===== src/rtl/mem_stage.sv =====
// mem_stage: RV32I memory stage; serializes loads/stores over a byte-wide RAM port
// while holding the pipeline via stall_req, and passes ALU results through otherwise.
module mem_stage #(
  parameter int ADDR_W = 32
) (
  input  logic              clk,
  input  logic              rst,
  input  logic              rdy,
  input  logic [31:0]       ex_rd_data,
  input  logic [4:0]        ex_rd_addr,
  input  logic              ex_rd_enable,
  input  logic              ex_mem_read,
  input  logic              ex_mem_write,
  input  logic [2:0]        ex_mem_op,
  input  logic [31:0]       ex_mem_wdata,
  input  logic [7:0]        ram_din,
  output logic [ADDR_W-1:0] ram_addr,
  output logic [7:0]        ram_dout,
  output logic              ram_wr,
  output logic [31:0]       mem_rd_data,
  output logic [4:0]        mem_rd_addr,
  output logic              mem_rd_enable,
  output logic              stall_req
);
  typedef enum logic [1:0] {IDLE, ACCESS, DONE} state_t;
  state_t            state_q, state_d;
  logic [2:0]        cnt_q, cnt_d, n, idx, ci;
  logic [31:0]       buf_q, buf_d, ld_data;
  logic [ADDR_W-1:0] addr_q, addr_d;
  logic              iss_q, iss_d, issue, is_st, is_ld, mem_op;
  assign is_st  = ex_mem_write;
  assign is_ld  = ex_mem_read & ~ex_mem_write;
  assign mem_op = is_st | is_ld;
  assign n      = ex_mem_op[1] ? 3'd4 : ex_mem_op[0] ? 3'd2 : 3'd1;
  assign ci     = cnt_q - 3'd1;
  // iss_q marks a read issued on the previous rdy-high cycle; a rdy-low cycle drops it,
  // forcing the same byte (cnt_q-1) to be re-issued.
  always_comb begin
    state_d = state_q;
    cnt_d   = cnt_q;
    buf_d   = buf_q;
    iss_d   = 1'b0;
    issue   = 1'b0;
    idx     = cnt_q;
    if (rdy) begin
      if (state_q == IDLE) begin
        if (mem_op) begin
          issue   = 1'b1;
          idx     = 3'd0;
          cnt_d   = 3'd1;
          iss_d   = is_ld;
          state_d = (is_st && n == 3'd1) ? DONE : ACCESS;
        end
      end else if (state_q == ACCESS) begin
        if (is_st) begin
          issue   = 1'b1;
          cnt_d   = cnt_q + 3'd1;
          state_d = (cnt_q + 3'd1 == n) ? DONE : ACCESS;
        end else if (iss_q) begin
          buf_d[{ci[1:0], 3'b000} +: 8] = ram_din;
          if (cnt_q < n) begin
            issue = 1'b1;
            cnt_d = cnt_q + 3'd1;
            iss_d = 1'b1;
          end else begin
            state_d = DONE;
          end
        end else begin
          issue = 1'b1;
          idx   = ci;
          iss_d = 1'b1;
        end
      end else begin
        state_d = IDLE;
        cnt_d   = 3'd0;
      end
    end
  end
  assign addr_d  = issue ? ADDR_W'(ex_rd_data) + ADDR_W'(idx) : addr_q;
  assign ld_data = ex_mem_op == 3'b000 ? {{24{buf_q[7]}}, buf_q[7:0]} :
                   ex_mem_op == 3'b001 ? {{16{buf_q[15]}}, buf_q[15:0]} :
                   ex_mem_op == 3'b100 ? {24'b0, buf_q[7:0]} :
                   ex_mem_op == 3'b101 ? {16'b0, buf_q[15:0]} : buf_q;
  always_ff @(posedge clk or negedge rst) begin
    if (!rst) begin
      state_q <= IDLE;
      cnt_q   <= 3'd0;
      buf_q   <= 32'd0;
      addr_q  <= '0;
      iss_q   <= 1'b0;
    end else begin
      state_q <= state_d;
      cnt_q   <= cnt_d;
      buf_q   <= buf_d;
      addr_q  <= addr_d;
      iss_q   <= iss_d;
    end
  end
  assign ram_addr      = rst ? addr_d : '0;
  assign ram_dout      = rst ? ex_mem_wdata[{idx[1:0], 3'b000} +: 8] : 8'd0;
  assign ram_wr        = rst & issue & is_st;
  assign stall_req     = rst & ((state_q == IDLE & mem_op) | state_q == ACCESS);
  assign mem_rd_data   = !rst ? 32'd0 : (state_q == DONE && is_ld) ? ld_data : ex_rd_data;
  assign mem_rd_addr   = rst ? ex_rd_addr : 5'd0;
  assign mem_rd_enable = rst & ex_rd_enable &
                         (state_q == IDLE ? ~mem_op : state_q == DONE ? ~is_st : 1'b0);
endmodule


===== config.mk =====
export PLATFORM = sky130hd
export DESIGN_NAME = mem_stage
export DESIGN_NICKNAME = d
export VERILOG_FILES = /design/src/rtl/mem_stage.sv
export SDC_FILE = /design/constraint.sdc
export NUM_CORES = 1
export LEC_CHECK = 0
export CAP_MARGIN = 10
export CELL_PAD_IN_SITES_DETAIL_PLACEMENT = 0
export CELL_PAD_IN_SITES_GLOBAL_PLACEMENT = 2
export CORE_ASPECT_RATIO = 0.5
export CORE_UTILIZATION = 26
export DETAILED_ROUTE_END_ITERATION = 10
export GPL_ROUTABILITY_DRIVEN = 0
export PLACE_DENSITY = 0.93
export SLEW_MARGIN = 20
export SYNTH_ARGS = -nofsm -noshare
export SYNTH_HDL_FRONTEND = slang
export SYNTH_SLANG_ARGS = --single-unit

===== constraint.sdc =====
create_clock -name clk -period 5.1 [get_ports clk]
set_input_delay 0.51 -clock clk [delete_from_list [all_inputs] [get_ports clk]]
set_output_delay 0.51 -clock clk [all_outputs]
set_load 0.005 [all_outputs]

==> impl_metrics.ini <==
[run_status]
status = finished clean

[pwr]
p_per_area_nw_per_um2 = 382
max-vdd-ir-drop_v = 0.000177
leakage_nw = 2.79

[grt]
grt_pass1_vias = 5120
grt_max_degree = 57
antenna_found_initial = 1
gr-total-overflow = 0
grt_pass1_wl_um = 28800
grtUsageTotal_pct = 19.0

[synth]
synth_edf_count = 0
yosys.area.top_type = dfrtp_1
ys_types = 58
synth-async-reset-ratio_pct = 100
synth_top_family_by_area = compound AO/OA/AOI/OAI gates
synthTopCellsByArea = dfrtp_1 35%, o21ai_0 9.8%, nand2_1 8.5%, a21oi_1 6.7%, ha_1 3.3%
synth_mux_area_share_pct = 2.53
synth-adder-area-share_pct = 3.69
synth-xor-area-share_pct = 4.07
netlist.area_leader.share_pct = 35.4
syn_area_per_cell_um2 = 7.69
synth_area_um2 = 4950
synth_simple_gate_area_share_pct = 22.3
synth-compound-area-share_pct = 26.9
dominantRegCellSynth = dfrtp_1
syn-num-nets = 744
synth_common_cells = 112 x nand2_1, 97 x o21ai_0, 70 x dfrtp_1
yosys.cell_count.top_type = nand2_1
seq_area_frac_synth_pct = 35.4
ys_warn_count = 0
ys_ff_latch = 70
syn_inst = 644

[final_layout]
drive_above_1_share_pct = 8.16
area_growth_pct = 46.9
multiInputGateArea_um2 = 2990
num_antenna_cells = 0
fin_nets = 904
final_util_pct = 39.3
fill_cells = 1919
fin_area_um2 = 7280
regArea_um2 = 1750
stdcell_count = 1068

[critical_path]
arrival_ns = 4.31
critPathRequiredTime_ns = 4.59
startpoint_type = input port
critPathMaxStageDelay_ns = 0.60
crit_type = in -> out
crit_family = buffers and inverters
cp_cell_sequence = clkdlybuf4s50_1 > buf_4 > inv_1 > a22oi_1 > o31ai_2 > buf_4 > ha_1 > a211oi_1 > or2_2 > or4_1 > or3_1 > a311oi_1 > clkdlybuf4s50_1
slowest_stage = clkdlybuf4s50_1
path_buf_inv = 5
end_kind = primary output
crit_fanout = 17

[timing]
slew_viol_final = 0
hold_viol = 0
finClkSkew_ns = 0.0142
setup_tns_ns = 0
tightest_slew_ns = 0.912
min_period_ns = 4.82
finalSetupViolCount = 0
rsz0062_at_grt = no
slew_headroom_pct = 38.7
fin_crit_sh_pct = 94.5
fmax_mhz = 207

[floorplanning]
dieArea_um2 = 19600
num_rows = 35
die_w_um = 197
core-area_um2 = 18500
io_pins = 166
die_y_um = 99.6
start_util_pct = 26.7

[placed_design]
placed_area_um2 = 6960
dp_hpwl_um = 14500
io_buffers = 165
place_inst = 1052

[clock_tree]
clockBufferDepth = 2
cts_max_level = 3
hold_buffers = 0
clock-sinks = 70
cts_setup_buffers = 0
clockRootBuffer = clkbuf_16
post_cts_resized = 0
tritoncts = built
clk_latency_ns = 0.34
path_clk_slew_ns = 0.07
numCtsBuffers = 9

[drt]
drt_iter0_drc = 368
drc = 0
antenna_left = 0
vias = 5263
routed_wl_um = 18400
first_pass_iters = 4
wire_per_inst_um = 17.2
via_per_inst = 4.93

[min_path]
hold_path_class = in -> async

[job]
drv_cap = 0
[kinds of logic after synthesis]
kind of cell,after synthesis
AND/OR/NAND/NOR,234
XOR/XNOR,23
AO/OA/AOI/OAI,231
flip-flops,70
multiplexers,12
buffers and inverters,60
adder cells (fa/ha/maj),14
[final timing paths]
path	start	endpoint	slack, ns	cells past startpoint
max	rdy	ram_addr[25]	0.28	13
min	rst	addr_q[16]	0.08	1
max reg2reg	state_q[1]	addr_q[28]	1.69	12
min reg2reg	buf_q[30]	buf_q[30]	0.48	2
max in group asynchronous	rst	buf_q[27]	4.19	2
min in group clk	buf_q[30]	buf_q[30]	0.48	2
[cell type report]
type                       count  share of cell area [%]
clock buffer                  10                    3.28
clock inverter                 6                   0.619
inverter                      17                   0.877
multi-input combinational    514                    41.0
sequential                    70                    24.1
tap                          259                    4.45
timing repair buffer         192                    25.7
[state kept, by name (all words and copies together), names as in the netlist]
signal	count
cnt_q	3
state_q	2
iss_q	1
addr_q	32
buf_q	32
[metrics by stage]
stage	hold WS, ns	setup slack, ns	power [mW]
after floorplan	0.214	0.712	1.55
after global placement	0.445	0.170	2.14
after detailed placement	0.443	0.0639	2.16
after CTS	0.0820	0.0208	2.78
after global routing	0.0947	0.0650	2.98
final	0.0802	0.280	2.78
[power breakdown]
| group | total (mW) | internal, mW | leakage (nW) | switching (mW) |
|---|---|---|---|---|
| clock | 0.612 | 0.345 | 0.131 | 0.267 |
| combinational | 1.38 | 0.669 | 1.78 | 0.707 |
| sequential | 0.792 | 0.709 | 0.878 | 0.0833 |
[routing by layer]
metal / vias to the layer above / global-route usage, % / share of wire (%)
li1: 2624 / - / -
met1: 2505 / 26.0 / 48
met2: 115 / 31.3 / 47
met3: 19 / 3.39 / 3.8
met4: 0 / 3.94 / 1.4
met5: - / 0 / 0
[cell usage in the layout (no fill, tap or decap), drive strengths merged, types with 8 or more instances in the layout]
cell type / n
clkdlybuf4s50: 163
nand2: 112
o21ai: 97
dfrtp: 70
a21oi: 66
nor2: 41
buf: 28
a211oi: 19
inv: 17
xnor2: 15
a31oi: 15
and2: 14
ha: 13
and3: 13
a221oi: 11
clkbuf: 10
nand3: 9
mux2i: 8
or3: 8
xor2: 8
No activity file was read; power rests on OpenSTA's default activity.
